--- src/rtl/wb_intercon_pkg.sv ---
// wb_intercon_pkg: shared types and helpers for the Wishbone interconnect and its address decoder.
package wb_intercon_pkg;
   typedef enum logic [1:0] {IDLE, ACTIVE, RESP} state_t;
   localparam logic [63:0] ERR_DATA = '0;
   function automatic int idx_w(input int n);
      return (n > 1) ? $clog2(n) : 1;
   endfunction
   function automatic logic addr_match(input logic [63:0] addr, input logic [63:0] base, input logic [63:0] mask);
      return (addr & mask) == (base & mask);
   endfunction
endpackage

--- src/rtl/wb_addr_decoder.sv ---
// wb_addr_decoder: combinational base/mask address decoder; the lowest matching slave index wins.
module wb_addr_decoder
   import wb_intercon_pkg::*;
#(
   parameter int NUM_SLAVE = 4,
   parameter int ADDR_W = 32,
   parameter int IDX_W = idx_w(NUM_SLAVE),
   parameter logic [NUM_SLAVE*ADDR_W-1:0] SLAVE_BASE = '0,
   parameter logic [NUM_SLAVE*ADDR_W-1:0] SLAVE_MASK = '0
) (
   input  logic [ADDR_W-1:0] addr,
   output logic              hit,
   output logic [IDX_W-1:0]  idx
);
   always_comb begin
      hit = 1'b0;
      idx = '0;
      for (int i = NUM_SLAVE - 1; i >= 0; i--)
         if (addr_match(64'(addr), 64'(SLAVE_BASE[i*ADDR_W +: ADDR_W]), 64'(SLAVE_MASK[i*ADDR_W +: ADDR_W]))) begin
            hit = 1'b1;
            idx = IDX_W'(i);
         end
   end
endmodule

--- src/rtl/wb_intercon_tmo.sv ---
// wb_intercon_tmo: single-master N-slave classic Wishbone interconnect with unmapped-error and ack timeout.
// Define WB_INTERCON_ERR_STAT_EN to add the error counter / last-error-address registers.
module wb_intercon_tmo
   import wb_intercon_pkg::*;
#(
   parameter int NUM_SLAVE = 4,
   parameter int ADDR_W = 32,
   parameter int DATA_W = 32,
   parameter logic [NUM_SLAVE*ADDR_W-1:0] SLAVE_BASE = {32'h0300_0000, 32'h0200_0000, 32'h0100_0000, 32'h0000_0000},
   parameter logic [NUM_SLAVE*ADDR_W-1:0] SLAVE_MASK = {4{32'hFF00_0000}},
   parameter int TIMEOUT = 255
) (
   input  logic                        clk,
   input  logic                        arst,
   input  logic                        i_wbm_cyc,
   input  logic                        i_wbm_stb,
   input  logic                        i_wbm_we,
   input  logic [DATA_W/8-1:0]         i_wbm_sel,
   input  logic [ADDR_W-1:0]           i_wbm_addr,
   input  logic [DATA_W-1:0]           i_wbm_data,
   output logic [DATA_W-1:0]           o_wbm_data,
   output logic                        o_wbm_ack,
   output logic                        o_wbm_err,
   output logic [NUM_SLAVE-1:0]        o_wbs_cyc,
   output logic [NUM_SLAVE-1:0]        o_wbs_stb,
   output logic                        o_wbs_we,
   output logic [DATA_W/8-1:0]         o_wbs_sel,
   output logic [ADDR_W-1:0]           o_wbs_addr,
   output logic [DATA_W-1:0]           o_wbs_data,
   input  logic [NUM_SLAVE*DATA_W-1:0] i_wbs_data,
   input  logic [NUM_SLAVE-1:0]        i_wbs_ack
`ifdef WB_INTERCON_ERR_STAT_EN
   ,
   input  logic                        i_err_clr,
   output logic [15:0]                 o_err_cnt,
   output logic [ADDR_W-1:0]           o_err_addr
`endif
);
   localparam int IDX_W = idx_w(NUM_SLAVE);
   localparam int CNT_W = $clog2(TIMEOUT + 1);
   typedef logic [IDX_W-1:0] slv_idx_t;

   state_t             state;
   slv_idx_t           sel_idx;
   slv_idx_t           dec_idx;
   logic               dec_hit;
   logic [CNT_W-1:0]   cnt;
   logic               s_ack;
   logic [DATA_W-1:0]  s_data;

   wb_addr_decoder #(
      .NUM_SLAVE (NUM_SLAVE),
      .ADDR_W    (ADDR_W),
      .IDX_W     (IDX_W),
      .SLAVE_BASE(SLAVE_BASE),
      .SLAVE_MASK(SLAVE_MASK)
   ) u_dec (
      .addr(i_wbm_addr),
      .hit (dec_hit),
      .idx (dec_idx)
   );

   assign s_ack  = i_wbs_ack[sel_idx];
   assign s_data = i_wbs_data[int'(sel_idx)*DATA_W +: DATA_W];

   always_ff @(posedge clk or posedge arst)
      if (arst) begin
         state      <= IDLE;
         sel_idx    <= '0;
         cnt        <= '0;
         o_wbm_data <= '0;
         o_wbm_ack  <= 1'b0;
         o_wbm_err  <= 1'b0;
         o_wbs_cyc  <= '0;
         o_wbs_stb  <= '0;
         o_wbs_we   <= 1'b0;
         o_wbs_sel  <= '0;
         o_wbs_addr <= '0;
         o_wbs_data <= '0;
      end else
         case (state)
            IDLE:
               if (i_wbm_cyc && i_wbm_stb) begin
                  o_wbs_we   <= i_wbm_we;
                  o_wbs_sel  <= i_wbm_sel;
                  o_wbs_addr <= i_wbm_addr;
                  o_wbs_data <= i_wbm_data;
                  sel_idx    <= dec_idx;
                  cnt        <= '0;
                  if (dec_hit) begin
                     state     <= ACTIVE;
                     o_wbs_cyc <= NUM_SLAVE'(1) << dec_idx;
                     o_wbs_stb <= NUM_SLAVE'(1) << dec_idx;
                  end else begin
                     state      <= RESP;
                     o_wbm_err  <= 1'b1;
                     o_wbm_data <= DATA_W'(ERR_DATA);
                  end
               end
            ACTIVE: begin
               cnt <= cnt + 1'b1;
               // abort beats ack, and ack beats a timeout expiring in the same cycle
               if (!i_wbm_cyc) begin
                  state     <= IDLE;
                  o_wbs_cyc <= '0;
                  o_wbs_stb <= '0;
               end else if (s_ack) begin
                  state      <= RESP;
                  o_wbm_ack  <= 1'b1;
                  o_wbm_data <= o_wbs_we ? DATA_W'(ERR_DATA) : s_data;
                  o_wbs_cyc  <= '0;
                  o_wbs_stb  <= '0;
               end else if (cnt == CNT_W'(TIMEOUT - 1)) begin
                  state      <= RESP;
                  o_wbm_err  <= 1'b1;
                  o_wbm_data <= DATA_W'(ERR_DATA);
                  o_wbs_cyc  <= '0;
                  o_wbs_stb  <= '0;
               end
            end
            default: begin
               state     <= IDLE;
               o_wbm_ack <= 1'b0;
               o_wbm_err <= 1'b0;
               cnt       <= '0;
            end
         endcase

`ifdef WB_INTERCON_ERR_STAT_EN
   always_ff @(posedge clk or posedge arst)
      if (arst) begin
         o_err_cnt  <= '0;
         o_err_addr <= '0;
      end else if (i_err_clr) begin
         o_err_cnt  <= '0;
         o_err_addr <= '0;
      end else if (state == RESP && o_wbm_err) begin
         o_err_cnt  <= (o_err_cnt == 16'hFFFF) ? o_err_cnt : o_err_cnt + 16'd1;
         o_err_addr <= o_wbs_addr;
      end
`endif
endmodule

--- config.mk ---
export PLATFORM = sky130hd
export DESIGN_NAME = wb_intercon_tmo
export DESIGN_NICKNAME = d
export VERILOG_FILES = /design/src/rtl/wb_intercon_pkg.sv /design/src/rtl/wb_addr_decoder.sv /design/src/rtl/wb_intercon_tmo.sv
export SDC_FILE = /design/constraint.sdc
export NUM_CORES = 1
export LEC_CHECK = 0
export CORE_MARGIN = 4
export CORE_UTILIZATION = 40
export DETAILED_ROUTE_END_ITERATION = 8
export PLACE_DENSITY = 0.84
export SYNTH_ARGS = -nofsm -noshare
export SYNTH_HDL_FRONTEND = slang
export SYNTH_SLANG_ARGS = --single-unit
--- constraint.sdc ---
create_clock -name clk -period 6.4 [get_ports clk]
set_input_delay 1.6 -clock clk [delete_from_list [all_inputs] [get_ports clk]]
set_output_delay 1.6 -clock clk [all_outputs]
set_load 0.02 [all_outputs]
==> out/summary.txt, run 1 <==
Status: finished clean
Cell variety after synth: 35
Clock tree buffer depth: 2
Largest family of logic cells by synthesized area: simple AND/OR/NAND/NOR gates
Gpl congestion: 0.8742
Area after DPL: 8670 um^2
Largest net degree at the start of global routing: 76
Routed WL per cell: 17.81 um
Detailed Route Iter0 Violations: 252
Final max-slew violation count: 0
Finished Cell Area: 9296 um^2
Skew final: 8.450 ps
Setup violators final: 0
Mapped Nets: 709
Synth-to-Final Area Change: 70.92%
Placed wire-length estimate: 13.58 mm
Post-Syn Area: 5439 um^2
Syn Inst Count: 502
WL final: 17.65 mm
CTS Hold Bufs: 0
Reg-to-reg slack, setup: 3690 ps
Mux cell area share after synthesis: 13.66%
RSZ-0062 raised after global routing: no
Vias post-DR: 4,993
EDFF count, synth: 0
Chip width: 124.6 um
Drt drc: 0
Final ANT Viol Nets: 0
Hold Slack: 468.3 ps
CTS tree: built
Die area: 15,530 um^2
Headroom to the max-slew limit: 15.84%
Period utilization: 58.60%
Top cells by area, synth: dfrtp_1 55%, nand2_1 15%, mux4_2 14%
Syn. warnings: 0
Via/cell ratio: 5.038
Port bufs: 315
Num ports: 316
Post-synth ARST share: 100.0%
Crit-path max FO: 33
Clk slew on worst S/H paths: 50 ps
Core area: 13,300 um^2
Crit path DAT: 4080 ps
Post-synthesis sequential area ratio: 54.75%
Rows: 42
Worst hold path class: register to register
Post-CTS sizing: 0
Data required, critical path: 6730 ps
Power density over cell area: 253.8 nW/um^2
P_leak: 4.095 nW
XOR/XNOR share of the synthesized area: 0.4831%
Mean Syn Cell Area: 10.83 um^2
Root buffer cell: clkbuf_16
Final Hold Viols: 0
Top cell type's share of synthesized area: 54.75%
Adder-Cell Fraction of Synth Area: 0.4601%
Top FF cell, synth: dfrtp_1
Area fraction in compound gates after synthesis: 8.788%
Number of inserted diodes: 0
Post-CTS Setup Inserts: 0
Actual transition at the worst max-transition pin: 1262 ps
Type of the worst setup path: input port to register
Layout Nets: 1,010
Post-Synth Simple-Gate Area: 17.85%
Die height: 124.6 um
TritonRoute pass-1 iters: 5
Flops & latches, synth: 119
Clock H-tree levels: 4
Overall routing resource usage: 22.55%
Initial Util: 40.91%
Worst-Skew Late Latency: 400 ps
Layout cells sized above 1: 9.080%
Crit. End Element: register
Grt total ovfl: 0
First-pass GRT wire length: 27.57 mm
Vias in the first global route: 5,300
Max-Cap Viols: 0
Antenna violations before repair: 0
FMAX: 266.6 MHz
CTS Sinks: 119
Final core occ: 69.92%
Final min period: 3750 ps
TritonCTS buffer count: 17
Post-synth top area cell: dfrtp_1
Worst setup SP type: input port
Max VDD drop: 0.1744 mV
Final TNS setup: 0 ps
registers in the layout, indices dropped and copies added, names as in the netlist:
| signal | count |
|---|---|
| o_wbm_ack | 1 |
| o_wbm_err | 1 |
| o_wbs_addr | 32 |
| o_wbs_we | 1 |
| sel_idx | 2 |
| state | 2 |
| o_wbm_data | 32 |
| o_wbs_stb | 4 |
| o_wbs_data | 32 |
| cnt | 8 |
| o_wbs_sel | 4 |
cells in the final DEF (no fill, tap or decap), drive strengths merged, types with 3 or more instances in the layout:
master / count
xor2: 3
a21oi: 3
buf: 4
bufinv: 3
dfrtp: 119
a32o: 5
clkdlybuf4s50: 315
mux4: 33
nand2: 218
o21ai: 15
a22o: 31
nor2: 4
clkbuf: 24
nand3: 4
inv: 6
critical path: stages:
cell             delay (ps)
clkdlybuf4s50_1         450
nor4_1                  690
a21boi_0                310
o221ai_4                760
a22o_1                  270
per-stage QoR:
step                instances  power (mW)  worst slack [ps]
floorplan                 502       1.075              1643
global placement          960       1.373              2363
finish                    991       2.359              2650
global route              991       2.453              2478
detailed placement        960       1.388              2224
CTS                       991       2.379              2644
cells by family after synthesis:
kind of cell               Yosys count
adders and majority gates            2
buffers and inverters               43
and+or+nand+nor                    242
muxes                               33
xor gates and xnor gates             3
AOI/OAI and AO/OA                   60
DFF                                119
metal layers:
metal / vias to the layer above / wire length (um) / global-route usage, %
met5: - / 0 / 0
met4: 0 / 696 / 9.994
met3: 39 / 1335 / 7.204
met2: 254 / 9077 / 39.66
met1: 2374 / 6536 / 24.91
li1: 2326 / - / -
report_power, final:
part / switching (mW) / internal (mW)
combinational: 0.231 / 0.276
clock: 0.316 / 0.671
sequential: 0.0403 / 0.824
area by class of cell:
class,instances,area (um^2)
tap,176,220.2
clock inverter,7,115.1
clock buffer,24,511.7
fill,921,3999
sequential,119,2979
timing repair buffer,319,3183
multi-input combinational,340,2262
inverter,6,25.02
cells in the mapped netlist, types with 3 or more instances:
cell      count
mux4_2       33
nand3_1       4
buf_2         6
dfrtp_1     119
nand2_1     218
xor2_1        3
inv_1         6
o21ai_0      15
a22o_1       31
nor2_1        4
buf_4         5
a32o_1        5
a21oi_1       3
clkbuf_1     20
buf_6         4
path summary, 6_finish.rpt:
kind,start,endpoint,depth (start not counted)
setup / recovery,i_wbm_addr[26],o_wbm_data[3],5
max in group asynchronous,arst,o_wbs_data[9],3
setup reg to reg,sel_idx[0],o_wbm_data[28],5
hold / removal,o_wbs_addr[31],o_wbs_addr[31],2
hold reg to reg,o_wbs_addr[31],o_wbs_addr[31],2
min in group asynchronous,arst,o_wbs_addr[19],2
No activity file was read; power rests on OpenSTA's default activity.
==> run 2: changes to the inputs <==
CORE_UTILIZATION = 38   (was 40)
PLACE_DENSITY = 0.81   (was 0.84)
clock period = 3.7 ns   (was 6.4 ns; I/O delays follow)
==> run 2 against run 1 <==
Against the previous run: final cell count rose by 0.91%; largest power group unchanged; hold slack improved by 2.6 ps; setup slack got worse by 1600 ps; largest cell class unchanged; total power rose by 73%; clock-buffer cell count fell by 5; sequential power rose by 73%; non-clock buffer count rose by 4.
==> out/summary.txt, run 2 (same netlist as run 1, synthesis figures left out) <==
Min-delay src: o_wbs_sel[1]
Final ANT Viol Nets: 0
Root buffer cell: clkbuf_16
Port bufs: 315
Max VDD drop: 0.2849 mV
Initial Util: 39.03%
Placed wire-length estimate: 13.83 mm
Actual transition at the worst max-transition pin: 1268 ps
Via/cell ratio: 4.988
Layout cells sized above 1: 9.756%
Gpl congestion: 0.8479
Drt drc: 0
Final min period: 2654 ps
Largest net degree at the start of global routing: 72
Worst-Skew Late Latency: 400 ps
Worst setup SP type: input port
Reg2reg start: sel_idx[1]
Crit-path max FO: 71
Power density over cell area: 436.3 nW/um^2
Crit. Startpoint: i_wbm_cyc
Final max-slew violation count: 0
P_leak: 4.104 nW
Post-CTS sizing: 0
Core area: 13,930 um^2
FILL cells: 1,028
Final Hold Viols: 0
Post-CTS Setup Inserts: 0
Chip width: 127.6 um
Overall routing resource usage: 21.54%
Period utilization: 71.73%
Rows: 43
Routed WL per cell: 17.69 um
Clock H-tree levels: 4
CTS Sinks: 119
Crit path DAT: 2940 ps
Data required, critical path: 3980 ps
Grt total ovfl: 0
FMAX: 376.8 MHz
Die height: 127.6 um
CTS tree: built
Vias post-DR: 4,988
Die area: 16,290 um^2
WL final: 17.69 mm
Setup violators final: 0
CTS Hold Bufs: 0
Final core occ: 67.03%
Commonest non-fill, non-tap cells in the layout: 315 x clkdlybuf4s50_1, 218 x nand2_1, 118 x dfrtp_1
Most common cell after layout, fill and taps aside: clkdlybuf4s50_1
Layout Nets: 1,014
Number of inserted diodes: 0
Largest regs: o_wbm_data x32, o_wbs_addr x32, o_wbs_data x32
Num ports: 316
Synth-to-Final Area Change: 71.73%
Clock tree buffer depth: 2
Skew final: 7.149 ps
Antenna violations before repair: 0
RSZ-0062 raised after global routing: no
Crit. End Element: register
Status: finished clean
TritonRoute pass-1 iters: 5
Vias in the first global route: 5,375
First-pass GRT wire length: 27.32 mm
Worst hold path class: register to register
TritonCTS buffer count: 17
Clk slew on worst S/H paths: 60 ps
Detailed Route Iter0 Violations: 306
Headroom to the max-slew limit: 15.48%
Hold Slack: 470.9 ps
Max-Cap Viols: 0
Type of the worst setup path: input port to register
Final TNS setup: 0 ps
[run 2: cell types whose count changed in the layout (fill, tap and decap cells not counted), moves of 2 or more]
cell and change:
inv_6 +3, clkbuf_8 -4, clkinvlp_4 +3, clkinv_4 +2, buf_4 +3
[run 2: final timing paths]
path                       cells after the start        endpoint  slack (ps)
hold reg to reg                                2    o_wbs_sel[1]         470
hold / removal                                 2    o_wbs_sel[1]         470
max in group asynchronous                      3        state[0]        2010
setup reg to reg                               6   o_wbm_data[3]        1580
setup / recovery                               5  o_wbs_data[25]        1050
min in group asynchronous                      2   o_wbs_data[7]         910
[run 2: per-layer routing]
layer / share of wire (%) / global-route usage, % / wire [um] / vias to the layer above
met5: 0 / 0 / 0 / -
met4: 4.0 / 9.988 / 701 / 0
met3: 7.9 / 5.686 / 1395 / 38
met2: 51 / 38.56 / 9109 / 263
met1: 37 / 23.87 / 6483 / 2358
li1: - / - / - / 2329
[run 2: worst max-delay path, stage by stage]
cell	delay, ps
clkdlybuf4s50_1	600
nand2_1	110
or3_2	930
nand2_1	250
nand2_1	80
[run 2: stage by stage]
stage / setup slack [ps] / total power [mW] / cells / area (um^2)
6_report: 1046 / 4.075 / 1000 / 9340
5_1_grt: 855.3 / 4.255 / 1000 / 9340
4_1_cts: 941.8 / 4.125 / 1000 / 9340
3_5_place_dp: 561.8 / 2.405 / 968 / 8718
3_3_place_gp: 582.0 / 2.380 / 968 / 8718
2_1_floorplan: 1320 / 1.860 / 502 / 5443
[run 2: layout make-up]
type | instances | area (um^2) | share of cell area, %
inverters | 6 | 26.28 | 0.2813
well taps | 180 | 225.2 | 2.411
repair buffers | 323 | 3226 | 34.53
multi-input cells | 340 | 2262 | 24.22
clock inverters | 13 | 168.9 | 1.808
flip-flops and latches | 119 | 2979 | 31.90
clock buffers | 19 | 452.9 | 4.849
[run 2: power by group]
group / total, mW / internal (mW) / switching [mW]
Combinational: 0.875 / 0.481 / 0.394
Sequential: 1.50 / 1.43 / 0.0746
Clock: 1.70 / 1.10 / 0.599
==> run 3: changes to the inputs <==
clock period = 2.7 ns   (was 3.7 ns; I/O delays follow)
==> run 3 against run 2 <==
Against the previous run: register-to-register slack worse by 920 ps; via count up 1.2%; hold slack worse by 1.1 ps; sequential share of layout area down 0.14 points; critical endpoint is now o_wbm_data[30].
==> out/summary.txt, run 3 (same netlist as run 1, synthesis figures left out) <==
Status: finished clean
CTS Hold Bufs: 0
Largest regs: o_wbm_data x32, o_wbs_addr x32, o_wbs_data x32
Placed wire-length estimate: 13.72 mm
FILL cells: 1,037
Commonest non-fill, non-tap cells in the layout: 315 x clkdlybuf4s50_1, 218 x nand2_1, 118 x dfrtp_1
Drt drc: 0
Length in cells of the worst reg-to-reg path: 5
Worst hold path class: register to register
Min-delay src: o_wbs_addr[31]
Synth-to-Final Area Change: 72.46%
Final non-filler cell total: 1,004
Final max-slew violation count: 0
Design Power: 5.418 mW
Num ports: 316
Slowest Stage Delay on Critical Path: 720 ps
Hold Crit Endpoint: o_wbs_addr[31]
Clock tree buffer depth: 2
Clk slew on worst S/H paths: 50 ps
TritonCTS buffer count: 17
Vias in the first global route: 5,439
Reg2reg start: state[1]
FMAX: 397.4 MHz
Crit path cell chain: clkdlybuf4s50_1, nor4_1, buf_4, a21boi_0, o221ai_4, buf_12, a22o_1
RSZ-0062 raised after global routing: no
Data required, critical path: 3020 ps
Most common cell after layout, fill and taps aside: clkdlybuf4s50_1
Core area: 13,930 um^2
Grt total ovfl: 0
Worst-Skew Late Latency: 400 ps
Rows: 43
Gpl congestion: 0.8534
Overall routing resource usage: 21.36%
Number of inserted diodes: 0
Final Hold Viols: 0
Chip width: 127.6 um
Largest net degree at the start of global routing: 120
Via/cell ratio: 5.026
Max-Cap Viols: 0
Actual transition at the worst max-transition pin: 805.4 ps
Final ANT Viol Nets: 0
Die height: 127.6 um
Power density over cell area: 577.6 nW/um^2
Layout cells sized above 1: 9.951%
WL final: 17.45 mm
CTS Sinks: 119
DP Cell Count: 973
Skew final: 11.21 ps
Worst R2R End: o_wbm_data[20]
Headroom to the max-slew limit: 45.81%
Post-CTS Setup Inserts: 0
Post-CTS sizing: 0
Worst setup SP type: input port
Period utilization: 93.19%
Detailed Route Iter0 Violations: 305
Routed WL per cell: 17.38 um
Final min period: 2516 ps
FF/Latch Area: 2979 um^2
First-pass GRT wire length: 27.42 mm
Max VDD drop: 0.3884 mV
Initial Util: 39.03%
Type of the worst setup path: input port to register
P_leak: 4.134 nW
Die area: 16,290 um^2
Clock H-tree levels: 4
Worst path slowest cell: nor4_1
Crit path DAT: 2840 ps
Root buffer cell: clkbuf_16
Setup violators final: 0
Antenna violations before repair: 0
Port bufs: 315
Hold Slack: 469.8 ps
Layout Nets: 1,019
Hold Path Cell Cnt: 2
Vias post-DR: 5,046
Crit. End Element: register
Multi-input logic area: 2262 um^2
CTS tree: built
Crit-path max FO: 25
Reg-to-reg slack, setup: 660 ps
TritonRoute pass-1 iters: 4
## run 3: changes by cell type in the layout (fill, tap and decap cells not counted), sizes merged
| cell | previous run | this run |
|---|---|---|
| buf | 8 | 13 |
| bufinv | 3 | 2 |
| clkbuf | 19 | 22 |
| clkinv | 3 | 5 |
| clkinvlp | 5 | 3 |
| inv | 8 | 5 |
## run 3: per-stage QoR
stage / cell area, um^2 / util (%) / setup slack (ps) / TNS (ps)
global route: 9380 / 67.32 / 208.8 / 0
detailed placement: 8806 / 63.19 / -95.93 / -2456
floorplan: 5443 / - / 569.6 / 0
global placement: 8806 / 63.19 / -51.53 / -1320
CTS: 9380 / 67.32 / 305.6 / 0
finish: 9380 / 67.32 / 183.9 / 0
## run 3: layout make-up
| cell class | instances | share of cell area [%] |
|---|---|---|
| multi-input cells | 340 | 24.12 |
| clock inverters | 9 | 1.067 |
| well taps | 180 | 2.401 |
| flip-flops and latches | 119 | 31.76 |
| repair buffers | 328 | 35.32 |
| clock buffers | 22 | 5.055 |
| inverters | 6 | 0.2801 |
## run 3: worst max path at each step
stage                              start              to  slack (ps)  depth (start not counted)
after floorplan                     arst          cnt[0]         570                          1
after CTS                 i_wbm_addr[26]  o_wbm_data[30]         310                          7
after global routing      i_wbm_addr[26]   o_wbm_data[3]         210                          7
after detailed placement  i_wbm_addr[26]  o_wbm_data[15]        -100                          7
final                     i_wbm_addr[26]  o_wbm_data[30]         180                          7
after global placement    i_wbm_addr[26]  o_wbm_data[28]         -50                          6
## run 3: report_power, final
part | internal (mW) | switching (mW)
combinational | 0.670 | 0.543
sequential | 1.95 | 0.0975
clock | 1.42 | 0.736
total | 4.04 | 1.38
## run 3: worst max-delay path: cells and delay by family
kind                   cells  cell delay [ps]
buffers and inverters      3              900
AND/OR/NAND/NOR            1              720
AO/OA/AOI/OAI              3              530
## run 3: layer usage
layer | vias to the layer above | global-route usage, % | wire (um)
li1 | 2334 | - | -
met1 | 2394 | 24.34 | 6486
met2 | 275 | 36.88 | 8721
met3 | 43 | 6.020 | 1482
met4 | 0 | 10.55 | 758
met5 | - | 0 | 0
